File: src/rtl/gen_context_pkt_mc.sv
// Multi-channel VITA context packet generator: per-channel event capture,
// round-robin grant and serialisation onto one 36-bit SOF/EOF stream.
module gen_context_pkt_mc #(
    parameter int          NUM_CHAN       = 2,
    parameter int          MSG_WORDS      = 1,
    parameter int          PROT_ENG_FLAGS = 1,
    parameter logic [3:0]  PORT_BASE      = 4'd3
) (
    input  logic                          clk,
    input  logic                          reset_n,
    input  logic                          clear,
    input  logic [NUM_CHAN-1:0]           trigger,
    input  logic [NUM_CHAN*32*MSG_WORDS-1:0] message,
    input  logic [NUM_CHAN*32-1:0]        streamid,
    input  logic [NUM_CHAN*32-1:0]        seqnum,
    input  logic [63:0]                   vita_time,
    output logic [35:0]                   data_o,
    output logic                          src_rdy_o,
    input  logic                          dst_rdy_i,
    output logic [NUM_CHAN-1:0]           sent,
    output logic [NUM_CHAN-1:0]           dropped
);

    localparam int LEN = 5 + MSG_WORDS;
    localparam int MW  = 32 * MSG_WORDS;
    localparam int CW  = (NUM_CHAN > 1) ? $clog2(NUM_CHAN) : 1;
    localparam int IW  = (MSG_WORDS > 1) ? $clog2(MSG_WORDS) : 1;

    typedef enum logic [2:0] {
        S_IDLE, S_PROT, S_HDR, S_SID, S_TICS, S_TICS2, S_MSG, S_FLOW
    } state_t;

    state_t               state_q, state_d;
    logic [IW-1:0]        idx_q, idx_d;
    logic                 go_q;
    logic [CW-1:0]        rr_q;
    logic [NUM_CHAN-1:0]  pending_q;
    logic [63:0]          slot_time_q [NUM_CHAN];
    logic [MW-1:0]        slot_msg_q  [NUM_CHAN];
    logic [3:0]           seqno_q     [NUM_CHAN];

    logic [CW-1:0]        gch_q;
    logic [63:0]          wtime_q;
    logic [MW-1:0]        wmsg_q;
    logic [31:0]          wsid_q;
    logic [31:0]          wfc_q;
    logic [3:0]           wseq_q;

    logic [35:0]          data_q, wd;
    logic                 src_rdy_q;
    logic [NUM_CHAN-1:0]  sent_q, dropped_q;

    logic                 gnt_vld, do_grant, accept;
    logic [CW-1:0]        gnt_ch, k;
    logic [NUM_CHAN-1:0]  gnt_oh;

    assign data_o    = data_q;
    assign src_rdy_o = src_rdy_q;
    assign sent      = sent_q;
    assign dropped   = dropped_q;
    assign accept    = src_rdy_q & dst_rdy_i;

    // First pending channel at or after the round-robin pointer
    always_comb begin
        gnt_vld = 1'b0;
        gnt_ch  = '0;
        k       = '0;
        for (int i = 0; i < NUM_CHAN; i++) begin
            k = CW'((int'(rr_q) + i) % NUM_CHAN);
            if (!gnt_vld && pending_q[k]) begin
                gnt_vld = 1'b1;
                gnt_ch  = k;
            end
        end
    end

    assign do_grant = (state_q == S_IDLE) && !go_q && gnt_vld;

    always_comb begin
        gnt_oh = '0;
        if (do_grant) gnt_oh[gnt_ch] = 1'b1;
    end

    always_comb begin
        state_d = state_q;
        idx_d   = idx_q;
        if (state_q == S_IDLE) begin
            if (go_q) begin
                state_d = (PROT_ENG_FLAGS != 0) ? S_PROT : S_HDR;
                idx_d   = '0;
            end
        end else if (accept) begin
            unique case (state_q)
                S_PROT:  state_d = S_HDR;
                S_HDR:   state_d = S_SID;
                S_SID:   state_d = S_TICS;
                S_TICS:  state_d = S_TICS2;
                S_TICS2: begin
                    state_d = S_MSG;
                    idx_d   = '0;
                end
                S_MSG: begin
                    if (idx_q == IW'(MSG_WORDS - 1)) state_d = S_FLOW;
                    else idx_d = idx_q + 1'b1;
                end
                S_FLOW:  state_d = S_IDLE;
                default: state_d = S_IDLE;
            endcase
        end
    end

    // Word presented in the state being entered; unchanged while stalled
    always_comb begin
        wd = '0;
        case (state_d)
            S_PROT:  wd = {3'b000, 1'b1, 12'h000,
                           4'(PORT_BASE + 4'(gch_q)), 16'(4 * LEN)};
            S_HDR:   wd = {3'b000, (PROT_ENG_FLAGS == 0), 12'h501,
                           wseq_q, 16'(LEN)};
            S_SID:   wd = {4'b0000, wsid_q};
            S_TICS:  wd = {4'b0000, wtime_q[63:32]};
            S_TICS2: wd = {4'b0000, wtime_q[31:0]};
            S_MSG:   wd = {4'b0000, wmsg_q[int'(idx_d)*32 +: 32]};
            S_FLOW:  wd = {4'b0010, wfc_q};
            default: wd = '0;
        endcase
    end

    always_ff @(posedge clk or negedge reset_n) begin
        if (!reset_n) begin
            state_q   <= S_IDLE;
            idx_q     <= '0;
            go_q      <= 1'b0;
            rr_q      <= '0;
            pending_q <= '0;
            gch_q     <= '0;
            wtime_q   <= '0;
            wmsg_q    <= '0;
            wsid_q    <= '0;
            wfc_q     <= '0;
            wseq_q    <= '0;
            data_q    <= '0;
            src_rdy_q <= 1'b0;
            sent_q    <= '0;
            dropped_q <= '0;
            for (int c = 0; c < NUM_CHAN; c++) begin
                slot_time_q[c] <= '0;
                slot_msg_q[c]  <= '0;
                seqno_q[c]     <= '0;
            end
        end else begin
            state_q   <= state_d;
            idx_q     <= idx_d;
            data_q    <= wd;
            src_rdy_q <= (state_d != S_IDLE);
            go_q      <= do_grant;
            sent_q    <= '0;
            dropped_q <= '0;

            if (do_grant) begin
                gch_q   <= gnt_ch;
                wtime_q <= slot_time_q[gnt_ch];
                wmsg_q  <= slot_msg_q[gnt_ch];
                wsid_q  <= streamid[int'(gnt_ch)*32 +: 32];
                wfc_q   <= seqnum[int'(gnt_ch)*32 +: 32];
                wseq_q  <= seqno_q[gnt_ch];
                rr_q    <= CW'((int'(gnt_ch) + 1) % NUM_CHAN);
            end

            if (accept && state_q == S_FLOW) begin
                sent_q[gch_q]  <= 1'b1;
                seqno_q[gch_q] <= seqno_q[gch_q] + 4'd1;
            end

            // A slot freed by this cycle's grant may take a new event
            for (int c = 0; c < NUM_CHAN; c++) begin
                if (clear) begin
                    pending_q[c] <= 1'b0;
                end else if (trigger[c]) begin
                    if (!pending_q[c] || gnt_oh[c]) begin
                        pending_q[c]   <= 1'b1;
                        slot_time_q[c] <= vita_time;
                        slot_msg_q[c]  <= message[c*MW +: MW];
                    end else begin
                        dropped_q[c] <= 1'b1;
                    end
                end else if (gnt_oh[c]) begin
                    pending_q[c] <= 1'b0;
                end
            end
        end
    end

endmodule

File: config.mk
export PLATFORM = sky130hd
export DESIGN_NAME = gen_context_pkt_mc
export DESIGN_NICKNAME = d
export VERILOG_FILES = /design/src/rtl/gen_context_pkt_mc.sv
export SDC_FILE = /design/constraint.sdc
export NUM_CORES = 1
export LEC_CHECK = 0
export ABC_AREA = 0
export BUFFER_PORTS_ARGS = -buffer_cell sky130_fd_sc_hd__buf_4
export CORE_ASPECT_RATIO = 1.1
export CORE_MARGIN = 2
export CORE_UTILIZATION = 45
export CTS_BUF_LIST = sky130_fd_sc_hd__clkbuf_16
export DETAILED_ROUTE_END_ITERATION = 6
export PLACE_DENSITY = 0.7
export REMOVE_ABC_BUFFERS = 1
export SLEW_MARGIN = 20
export SYNTH_ARGS = -nofsm -noshare
export SYNTH_HDL_FRONTEND = slang
export SYNTH_SLANG_ARGS = --single-unit
export TNS_END_PERCENT = 5
File: constraint.sdc
create_clock -name clk -period 4.6 [get_ports clk]
set_input_delay 0.23 -clock clk [delete_from_list [all_inputs] [get_ports clk]]
set_output_delay 0.23 -clock clk [all_outputs]
set_load 0.05 [all_outputs]
== Word-level counts from Yosys, hierarchy flattened ==
Cells that the tools add are included.
Operators by class
  multiplexer cells: 54
  eq/ne operators: 16
  $add $sub $neg: 5
  order comparisons: 9
  shifts and indexed selects: 3
  bitwise gates (word level): 4
  reduce and logical (&&, ||, !) cells: 21
Operators with widths (count)
  case mux 34 bit (7 select lines): 1
  2-to-1 mux 64 bit: 3
  indexed part select 64 x 7 -> 32 bit: 2
  2-to-1 mux 32 bit: 3
  indexed part select 32 x 7 -> 32 bit: 1
  2-to-1 mux 1 bit: 28
  2-to-1 mux 4 bit: 7
  equality test 3 bit (second input constant): 8
  case mux 3 bit (6 select lines): 1
  equality test 3 x 2 -> 1 bit (second input constant): 4
  2-to-1 mux 3 bit: 4
  nonzero test 3 bit: 3
  bitwise mux 8 bit: 1
  < comparator 1 x 2 -> 1 bit (second input constant): 4
  logical AND 1 bit: 7
  equality test 3 x 1 -> 1 bit (second input constant): 2
  inequality test 3 x 1 -> 1 bit (second input constant): 2
  AND reduction 3 bit: 2
  adder 4 x 1 -> 4 bit (second input constant): 1
  demux 4 bit (select 1 bit): 1
  >= comparator 2 bit (second input constant): 2
  logical NOT 1 bit: 4
  2-to-1 mux 2 bit: 2
  NOT 1 -> 2 bit: 2
  other kinds (11): 17
Storage, ports and cells
  input port bits: 262
  word-level logic and storage cells: 134
  output and inout port bits: 41
  bits in registers: 414

== Longest topological paths before layout ==
Gate-level depths: netlist (run 1).
  depth after elaboration: 15
  mapped depth: 10
  mapped depth without buffers: 8

== Least setup slack after synthesis (run 1) ==
Ideal clock, no wire load.
  kind: register to register
  start: register state_q[0]
  end: register data_q[17] (netlist: data_o[17])
  data required time: 4.457 ns
  clock period less this slack: 2.277 ns
  arrival: 2.134 ns
  path buffers: 1
  slack: 2.323 ns
  stages on the path, launching flop included: 9
  library setup time: 0.143 ns
  cells stage by stage: dfrtp_1 > inv_1 > ha_1 > or3_4 > o22ai_4 > buf_2 > mux2_2 > a22oi_1 > o221ai_1
Between the ends
  longest elaborated chain between the ends: 6
  elaborated cells on any way between the ends: 24
  classes of those cells: 13 x eq/ne; 1 x shift; 9 x mux; 1 x reduce/logical
Ends and longest elaborated chain
  start: declaration: line 33  | state_t state_q, state_d;
  start signal: assignment: line 152  | state_q <= state_d;
  equality test 3 bit (tied with other cells): line 93  | unique case (state_q)
  case mux 1 bit (2 select lines) / case mux 3 bit (6 select lines) (equally long branches): line 93
  2-to-1 mux 1 bit / 2-to-1 mux 3 bit (equally long branches): line 92  | end else if (accept) begin
  2-to-1 mux 1 bit / 2-to-1 mux 3 bit (equally long branches): line 87  | if (state_q == S_IDLE) begin
  indexed part select 32 x 7 -> 32 bit (tied with other cells): line 123  | S_MSG: wd = {4'b0000, wmsg_q[int'(idx_d)*32 +: 32]};
  case mux 34 bit (7 select lines) *: line 115  | case (state_d)
  via wd[17]: line 49  | logic [35:0] data_q, wd;
  end signal: assignment: line 154  | data_q <= wd;
  end: declaration: line 49
The timed path passes the listed nets; every way through them passes the cells marked *.
A chain may end at the register's enable or synchronous reset.

== Worst setup path after layout (run 1) ==
  start: register state_q[0]
  end: register wfc_q[21]
Between the ends
  longest elaborated chain between the ends: 3
Ends and longest elaborated chain
  logical NOT 3 bit: line 77  | assign do_grant = (state_q == S_IDLE) && !go_q && gnt_vld;
  logical AND 1 bit (2 in series): line 77
  end signal: assignment: line 165  | wfc_q <= seqnum[int'(gnt_ch)*32 +: 32];
  end: declaration: line 46  | logic [31:0] wfc_q;
No other way between the ends.

==> results of run 1 <==
## routing by layer
layer	global-route usage, %	vias up
li1	-	5955
met1	33.18	6944
met2	43.05	602
met3	4.379	126
met4	11.06	0
met5	0	-
## cell usage after synthesis, types with 2 or more instances
cell      number  area [um^2]
dfrtp_1      412        10310
inv_1        189        709.4
a222oi_1     164         1642
mux2_2       130         1464
clkbuf_1      46        172.7
mux2_4        44        660.6
buf_2         36        180.2
mux2_1        34        382.9
nand2_1       30        112.6
and3_1        27        168.9
a221o_1       26        260.3
o221ai_1      21        183.9
nand4_1       19        118.9
buf_6         13        146.4
nand3_1       11        55.05
buf_1         10        37.54
nor3_1         8        40.04
nor2_1         6        22.52
a21o_1         5        37.54
a21oi_1        5        25.02
ha_1           5        62.56
o211ai_1       5        37.54
a22oi_1        4        30.03
a32o_1         4        40.04
and2_1         4        25.02
mux2i_1        4        40.04
o21ai_1        4        20.02
xnor2_1        4        35.03
a21oi_2        3        26.28
a31oi_1        3        18.77
inv_2          3        11.26
o21ai_0        3        15.01
a211oi_1       2        15.01
a21bo_2        2        20.02
a21boi_0       2        15.01
buf_4          2        15.01
nand3b_1       2        15.01
or3_4          2        22.52
xor2_1         2        17.52
## sequential cells by signal, indices dropped and copies added, names as in the netlist, 3 cells and up
register,cells
slot_time_q,128
slot_msg_q,64
wtime_q,64
data_o,34
wfc_q,32
wmsg_q,32
wsid_q,32
seqno_q,8
wseq_q,4
state_q,3
## final timing paths
path	slack, ps	cells after the start	start	end
max	840	9	state_q[0]	wfc_q[21]
min	170	2	reset_n	wfc_q[20]
max reg2reg	840	9	state_q[0]	wfc_q[21]
min reg2reg	480	2	slot_msg_q[34]	wmsg_q[2]
max in group asynchronous	3150	4	reset_n	wtime_q[15]
min in group clk	170	3	dst_rdy_i	sent[0]
## final cells by class
type                       instances  area share [%]
clock inverter                    36           1.480
tap                              500           2.597
inverter                         193           3.007
multi-input combinational        600           24.21
sequential                       412           42.80
timing repair buffer             582           21.29
antenna                            4         0.04155
clock buffer                      44           4.571
## what timing repair did
item	4_1_cts	5_1_grt
hold buffers	261	0
endpoints found under the setup margin	0	0
hold endpoints to repair	391	0
## through the flow
stage	setup slack (ps)	utilization, %	power (uW)	TNS, ps
4_1_cts	691.7	63.12	15000	0
6_report	837.1	63.22	15110	0
2_1_floorplan	-3597	-	8949	-878290
3_5_place_dp	1267	52.43	10700	0
5_1_grt	714.6	63.22	15910	0
3_3_place_gp	1331	52.43	10530	0
## logic make-up after synthesis
kind of cell / Yosys count
AO/OA/AOI/OAI: 258
XOR/XNOR: 6
adder cells (fa/ha/maj): 5
buffers and inverters: 300
flip-flops: 412
multiplexers: 212
other: 1
AND/OR/NAND/NOR: 117
## power groups by stage
stage,clock network (uW),registers [uW],logic (uW)
2_1_floorplan,0,5770,3180
3_5_place_dp,0,5760,4940
3_3_place_gp,0,5720,4800
6_report,3610,5760,5740
4_1_cts,3670,5710,5630
5_1_grt,3820,5870,6220
==> impl_results.md, run 1 <==
* Mapped Cells at 1311
* Clk slew on worst S/H paths at 70 ps
* DR WL met2 at 25960 um
* Async SR Flop Fraction at 100.0%
* Clock root cell: clkbuf_16
* Max-Cap Viols at 0
* Final Max Tran Viols at 0
* WHS at 170.9 ps
* Clock skew at 15.57 ps
* CP max stage delay at 730 ps
* Final Critical Period at between 3000 and 4000 ps
* Critical-path cell list: inv_1, ha_1, nor3b_2, o21ai_4, buf_4, buf_6, a222oi_1, dlygate4sd3_1, inv_1
* Post-CTS sizing at 0
* CP top delay family: buffers and inverters
* CP most frequent cell: inv_1
* Max_slew headroom at 27.17%
* Via count at 13630
* Flops & latches, synth at 412
* Top FF cell, synth: dfrtp_1
* Hold crit path type: in2async
* PortBufs at 300
* RSZ-0062 raised after global routing: false
* Initial antenna violation count at 4
* Met1 WL at 20670 um
* Buffer and inverter count on the worst path at 5
* DP Area at 0.01998 mm^2
* DRC violations left at 14
* Total GRT Usage at between 20% and 30%
* Post-CTS Setup Repair Bufs at 0
* Area of the multi-input gates at 0.005832 mm^2
* Total CTS buffers at 43
* Critical-path top delay cell: buf_4
* Comb power frac at 38.0%
* DRT Wirelength at 52040 um
* Seq/Total Area, Yosys at 59.41%
* Starting Density at 45.55%
* Fin nets at roughly 2100
* Post-Synth Simple-Gate Area at 3.821%
* Worst skew pair latency at 570 ps
* Design area at 0.02409 mm^2
* HPWL Detailed at between 20000 and 30000 um
* Internal power at 9728 uW
* Sw Share at 35.62%
* Worst path required time at 5120 ps
* Width of the die at 191.2 um
* Endpoints failing setup at 0
* Via count of the first global-routing pass at 14690
* Largest net degree at the start of global routing at 136
* Core area at roughly 0.038 mm^2
* PwrDens at 627.3 mW/mm^2
* Max rail drop VDD at 0.0004131 V
* Fraction of the mapped netlist area in adder cells at 0.3605%
* Fmax at between 0.2 and 0.3 GHz
* Max clock buf depth at 3
* Seq. cell area at 0.01031 mm^2
* Final Cycle Share at 81.80%
* Inst Count DP at 2025
* Most frequent cells in the layout: dfrtp_1, buf_4, dlygate4sd3_1
* Non-filler cells, final at 2371
* Mux contribution to synthesized area at 14.68%
* Gpl congestion at just under 0.8
* Post-synth EDFFs at 0
* Net Switching at between 5000 and 6000 uW
* Io pins at ~300
* Worst-margin pin slew at 1090 ps
* First-pass GRT wire length at 80850 um
* Top sig layer: met4
* Compound-Gate Fraction of Synth Area at 14.05%
* Vias/cell at approximately 5.7
* TritonCTS clock tree: yes
* Synth Cell Area at 0.01735 mm^2
* Crit. End Element: flip-flop
* Synthesis Warnings at 0
* Clock sink total at 412
* Status: finished, violations left
* Post-route ant nets at 0
* Largest family of logic cells by synthesized area: multiplexers
* DIE AREA at 0.04015 mm^2
* Leakage at 0.01179 uW
* Share of cells above drive strength 1 at 31.01%
* Number of core rows at 75
* Critical path launch point type: flip-flop
* Layout area overhead at 38.80%
* Synth Area per Inst at 13.24 um^2
* Total gr overflow at 0
* Post-Synth XOR/XNOR Area at 0.3028%
* Crit path max fanout at 90
* Seq pwr share at 38.1%
* Most common cell after layout, fill and taps aside: dfrtp_1
* Kind of critical path: reg2reg
* Die Ht at approximately 210 um
* Met3 Routed Length at 3512 um
* Clock H-tree levels at 2
* Clock share of power at 23.9%
* Fillers at 2784
* Synth unique cells at 54
* Wire per inst at 21.95 um
* DR pass1 iterations at 7
* Crit path arrival time at 4280 ps
* Hold Vio Cnt, Final at 0
* Failing checks: design-rule violations
* Initial DRC Count at 1479
Power figures use the tool's default switching activity.
==> run 2: changes to the inputs <==
==> constraint.sdc (replaced) <==
create_clock -name clk -period 3.5 [get_ports clk]
set_input_delay 0.175 -clock clk [delete_from_list [all_inputs] [get_ports clk]]
set_output_delay 0.175 -clock clk [all_outputs]
set_load 0.05 [all_outputs]
==> impl_results.md, run 2 (synthesis gave the netlist of run 1 again) <==
* Fmax at 0.3078 GHz (+16%)
* Clk slew on worst S/H paths at 60 ps (about the same)
* Post-CTS sizing at 0 (unchanged)
* Crit path max fanout at 29 (-68%)
* Most frequent cells in the layout: dfrtp_1, buf_4, dlygate4sd3_1
* Gpl congestion at 0.8124 (+3.8%)
* Hold crit path type: in2reg
* Final Critical Period at 3249 ps (-513.8 ps)
* Setup TNS Final at 0 ps (unchanged)
* Layout area overhead at 38.91% (about the same)
* TritonCTS clock tree: yes
* Endpoints failing setup at 0 (unchanged)
* Vias/cell at 5.839 (+1.6%)
* Crit path arrival time at 3720 ps (-560 ps)
* Crit. End Element: flip-flop
* Starting Density at 45.55% (unchanged)
* Worst reg2reg path startpoint: state_q[0]
* Hold EP: idx_q
* Total gr overflow at 0 (unchanged)
* Clock root cell: clkbuf_16
* Worst skew pair latency at 550 ps (-20 ps)
* Worst-margin pin slew at 995.9 ps (-94.12 ps)
* DRT Wirelength at 51860 um (-0.34%)
* DR pass1 iterations at 7 (unchanged)
* Hold depth at 4
* Wire per inst at 21.83 um (-0.55%)
* Die Ht at 210.0 um (unchanged)
* Hold Vio Cnt, Final at 0 (unchanged)
* R2R setup slack at 250 ps (-590 ps)
* Worst slack, placed at 297.2 ps (-970.1 ps)
* Max rail drop VDD at 0.0004774 V (+16%)
* Met3 Routed Length at 3297 um (-6.1%)
* Regs by FF count: slot_time_q (128), slot_msg_q (64), wtime_q (64)
* Max reg flops at 128 (unchanged)
* Worst Min Path Start: dst_rdy_i
* Clock skew at 10.68 ps (-4.897 ps)
* Largest net degree at the start of global routing at 166 (+22%)
* Clock sink total at 412 (unchanged)
* Non-filler cells, final at 2376 (+0.21%)
* Critical path launch point type: flip-flop
* Max_slew headroom at 33.46% (+6.3 points)
* RSZ-0062 raised after global routing: false
* Total CTS buffers at 43 (unchanged)
* Via count at 13870 (+1.8%)
* Post-CTS Setup Repair Bufs at 0 (unchanged)
* # hold bufs at CTS at 261 (unchanged)
* Biggest register: slot_time_q
* R2R Path End: data_o[25]
* Fin nets at 2108 (+0.43%)
* Initial antenna violation count at 5 (+1)
* DRC violations left at 25 (+11)
* Width of the die at 191.2 um (unchanged)
* First-pass GRT wire length at 80940 um (+0.11%)
* Io pins at 303 (unchanged)
* Kind of critical path: reg2reg
* Inst Count DP at 2035 (+0.49%)
* Leakage at 0.01179 uW (about the same)
* DR WL met2 at 25920 um (-0.15%)
* Slack of the critical path at 250.9 ps (-586.2 ps)
* Initial DRC Count at 1548 (+4.7%)
* Max clock buf depth at 3 (unchanged)
* DIE AREA at 0.04015 mm^2 (unchanged)
* Max-Cap Viols at 0 (unchanged)
* Status: finished, violations left
* Top sig layer: met4
* Core area at 0.03810 mm^2 (unchanged)
* Number of core rows at 75 (unchanged)
* Final Cycle Share at 92.83% (+11 points)
* Failing checks: design-rule violations
* Met1 WL at 20890 um (+1.1%)
* Total GRT Usage at 25.72% (-0.058 points)
* Via count of the first global-routing pass at 14550 (-1.0%)
* Share of cells above drive strength 1 at 31.21% (+0.20 points)
* Most common cell after layout, fill and taps aside: dfrtp_1
* Post-route ant nets at 0 (unchanged)
* Clock H-tree levels at 2 (unchanged)
* Final Max Tran Viols at 0 (unchanged)
* Worst path required time at 3970 ps (-1150 ps)
* R2R depth at 8 (-1)
* PortBufs at 300 (unchanged)
* PwrDens at 818.4 mW/mm^2 (+30%)
* HPWL Detailed at 28430 um (-0.34%)
[run 2: cell types whose count changed in the layout (fill, tap and decap cells not counted)]
cell       delta
buf_12        +6
buf_16        -1
buf_4         +5
buf_6         -1
bufinv_16     -3
clkinv_1      +1
diode_2       +1
inv_1         -2
inv_6         -1
[run 2: metal layers]
layer / vias up / track usage (%)
met5: - / 0
met4: 0 / 9.629
met3: 134 / 3.846
met2: 603 / 43.18
met1: 7166 / 33.82
li1: 5970 / -
[run 2: final cells by class]
cell class                      count  area [um^2]
Timing Repair Buffer              591         5248
Multi-Input combinational cell    600         5832
Tap cell                          500        625.6
Inverter                          193        724.4
Antenna cell                        5        12.51
Clock buffer                       44         1101
Fill cell                        2742        13990
Clock inverter                     31        254.0
Sequential cell                   412        10310
[run 2: worst max path at each step]
| stage | to | cells past startpoint | slack [ps] | startpoint |
|---|---|---|---|---|
| after floorplan | wfc_q[0] | 5 | -4700 | pending_q[0] |
| after global placement | data_o[26] | 8 | 430 | state_q[0] |
| after detailed placement | data_o[29] | 8 | 300 | state_q[0] |
| after CTS | data_o[23] | 8 | 270 | state_q[0] |
| after global routing | data_o[25] | 8 | 110 | state_q[1] |
| final | data_o[25] | 8 | 250 | state_q[0] |
[run 2: power by group]
part | total, uW | internal (uW) | switching [uW]
registers | 7570 | 6460 | 1110
logic | 7690 | 3630 | 4060
clock network | 4460 | 2570 | 1890
total | 19700 | 12700 | 7070
[run 2: stage by stage]
step	total power, uW	utilization [%]	cell area (um^2)	hold slack [ps]
2_1_floorplan	11760	-	16810	-120.6
3_3_place_gp	13960	52.83	20130	328.1
3_5_place_dp	14240	52.83	20130	326.2
4_1_cts	19590	63.24	24090	142.5
5_1_grt	20770	63.27	24110	195.0
6_report	19730	63.27	24110	162.3
[run 2: worst max-delay path: stages (launching register included)]
cell and delay, ps:
dfrtp_1 420, inv_1 120, ha_1 320, nor3b_2 350, o21ai_1 190, a21oi_4 810, and2_1 350, buf_4 350
a221o_1 230
==> run 3: changes to the inputs <==
--- a/config.mk
+++ b/config.mk
@@ -8,10 +8,11 @@
 export ABC_AREA = 0
 export BUFFER_PORTS_ARGS = -buffer_cell sky130_fd_sc_hd__buf_4
 export CORE_ASPECT_RATIO = 1.1
-export CORE_MARGIN = 2
+export CORE_MARGIN = 4
 export CORE_UTILIZATION = 45
 export CTS_BUF_LIST = sky130_fd_sc_hd__clkbuf_16
 export DETAILED_ROUTE_END_ITERATION = 6
+export GPL_TIMING_DRIVEN = 0
 export PLACE_DENSITY = 0.7
 export REMOVE_ABC_BUFFERS = 1
 export SLEW_MARGIN = 20
==> impl_results.md, run 3 (synthesis gave the netlist of run 1 again) <==
* Status: finished, violations left
* Failing checks: design-rule violations
* Most common cell after layout, fill and taps aside: dfrtp_1
* Most frequent cells in the layout: dfrtp_1, buf_4, dlygate4sd3_1
* Internal power at 12770 uW (+0.81%)
* Inst Count DP at 2035 (unchanged)
* Net Switching at 7333 uW (+3.8%)
* Share of cells above drive strength 1 at 31.29% (+0.077 points)
* Crit. End Element: flip-flop
* Seq pwr share at 37.3% (-1.1 points)
* Clock root cell: clkbuf_16
* Hold crit path type: in2async
* Total GRT Usage at 25.45% (-0.27 points)
* Regs by FF count: slot_time_q (128), slot_msg_q (64), wtime_q (64)
* Leakage at 0.01196 uW (+1.4%)
* Via count of the first global-routing pass at 15360 (+5.6%)
* Fmax at 0.2988 GHz (-2.9%)
* Layout area overhead at 41.45%
* Worst skew pair latency at 560 ps (about the same)
* Initial antenna violation count at 8 (+3)
* Total gr overflow at 0 (unchanged)
* Worst-margin pin slew at 891.4 ps (-104.5 ps)
* Max-Cap Viols at 0 (unchanged)
* Fillers at 2733 (-0.33%)
* DR pass1 iterations at 7 (unchanged)
* Seq. cell area at 0.01031 mm^2 (unchanged)
* Initial DRC Count at 1570 (+1.4%)
* Crit path arrival time at 3770 ps (+50 ps)
* Largest net degree at the start of global routing at 102 (-39%)
* Post-route ant nets at 0 (unchanged)
* Width of the die at 195.2 um (+2.1%)
* R2R depth at 9 (+1)
* Number of core rows at 75 (unchanged)
* Final Max Tran Viols at 0 (unchanged)
* Sw Share at 36.49% (+0.67 points)
* Biggest register: slot_time_q
* First-pass GRT wire length at 85180 um (+5.2%)
* PortBufs at 300 (unchanged)
* Fin util at 64.43% (+1.2 points)
* RSZ-0062 raised after global routing: false
* Max rail drop VDD at 0.0005667 V (+19%)
* Clock skew at 16.16 ps (+5.486 ps)
* Max_slew headroom at 40.57% (+7.1 points)
* DIE AREA at 0.04177 mm^2 (+4.0%)
* DRC violations left at 75 (+200%)
* Max reg flops at 128 (unchanged)
* HPWL Detailed at 30470 um (+7.2%)
* Die Ht at 214.0 um (+1.9%)
* Kind of critical path: reg2reg
* Hold Vio Cnt, Final at 0 (unchanged)
* Wire per inst at 22.83 um (+4.6%)
* Worst slack, placed at -549.0 ps (-846.2 ps)
* Gpl congestion at 0.7721 (-5.0%)
* Area of the multi-input gates at 0.005859 mm^2 (+0.47%)
* Endpoints failing setup at 0 (unchanged)
* Design area at 0.02455 mm^2 (+1.8%)
* Critical path launch point type: flip-flop
* Clock sink total at 412 (unchanged)
* TritonCTS clock tree: yes
* Starting Density at 45.55% (unchanged)
* Core area at 0.03810 mm^2 (unchanged)
* Clock share of power at 21.5% (-1.1 points)
* Final Cycle Share at 95.63% (+2.8 points)
* Clk slew on worst S/H paths at 60 ps (about the same)
* WHS at 107.3 ps (-54.99 ps)
* PwrDens at 818.8 mW/mm^2 (about the same)
* DRT Wirelength at 54460 um (+5.0%)
* Total CTS buffers at 44 (+2.3%)
* Clock H-tree levels at 2 (unchanged)
* Crit path max fanout at 28 (-3.4%)
* Io pins at 303 (unchanged)
* Fin nets at 2113 (+0.24%)
* Worst path required time at 3920 ps (-50 ps)
* Vias/cell at 5.884 (+0.78%)
* Final Critical Period at 3347 ps (+97.94 ps)
* Comb power frac at 41.2% (+2.2 points)
* Slack of the critical path at 152.9 ps (-97.94 ps)
* Non-filler cells, final at 2385 (+0.38%)
* Via count at 14030 (+1.2%)
* DP Area at 0.02056 mm^2 (+2.1%)
* Max clock buf depth at 3 (unchanged)
[run 3: area by class of cell]
cell class              count  share of cell area, %
clock buffers              45                  4.587
clock inverters            31                 0.7340
flip-flops and latches    412                  42.00
inverters                 193                  2.987
diodes                      9                0.09175
well taps                 500                  2.549
multi-input cells         602                  23.87
repair buffers            593                  23.18
[run 3: metrics by stage]
stage	setup TNS, ps	total power, uW
2_1_floorplan	-1207760	11760
3_3_place_gp	-3764900	13670
3_5_place_dp	-9989	14490
4_1_cts	0	19870
5_1_grt	0	21120
6_report	0	20100
[run 3: power groups by stage]
stage	registers (uW)	logic [uW]	clock network [uW]
6_report	7490	8280	4320
5_1_grt	7650	8870	4610
4_1_cts	7430	8040	4400
3_5_place_dp	7480	7010	0
3_3_place_gp	7360	6300	0
2_1_floorplan	7580	4180	0
[run 3: path summary, 6_finish.rpt]
kind                            start  slack (ps)        endpoint
setup / recovery           state_q[0]         150       data_o[3]
hold reg to reg            seqno_q[7]         470      seqno_q[7]
min in group clk            dst_rdy_i         150         sent[1]
max in group asynchronous     reset_n        2200  slot_msg_q[58]
setup reg to reg           state_q[0]         150       data_o[3]
hold / removal                reset_n         110       wfc_q[20]
[run 3: metal layers]
| metal | up-vias | global-route usage, % | routed length [um] |
|---|---|---|---|
| li1 | 5998 | - | - |
| met5 | - | 0 | 7 |
| met2 | 683 | 43.71 | 27920 |
| met3 | 173 | 4.970 | 3586 |
| met1 | 7178 | 31.23 | 20760 |
| met4 | 2 | 11.34 | 2178 |
[run 3: what timing repair did]
| item | in CTS | in global routing |
|---|---|---|
| pin swaps | 1 | 1 |
| gates cloned | 1 | 1 |
| gates resized for setup | 2 | 5 |
| endpoints found under the hold margin | 479 | 0 |
| buffers inserted | 2 | 0 |
| hold buffers | 261 | 0 |
| endpoints found under the setup margin | 33 | 61 |
[run 3: critical path: stages (launching register included)]
cell and delay [ps]:
dfrtp_1 430, inv_1 120, ha_2 270, and3_1 200, o21ai_4 480, buf_16 250, and2_4 530, clkinvlp_4 400
a211oi_1 370, o211ai_1 140
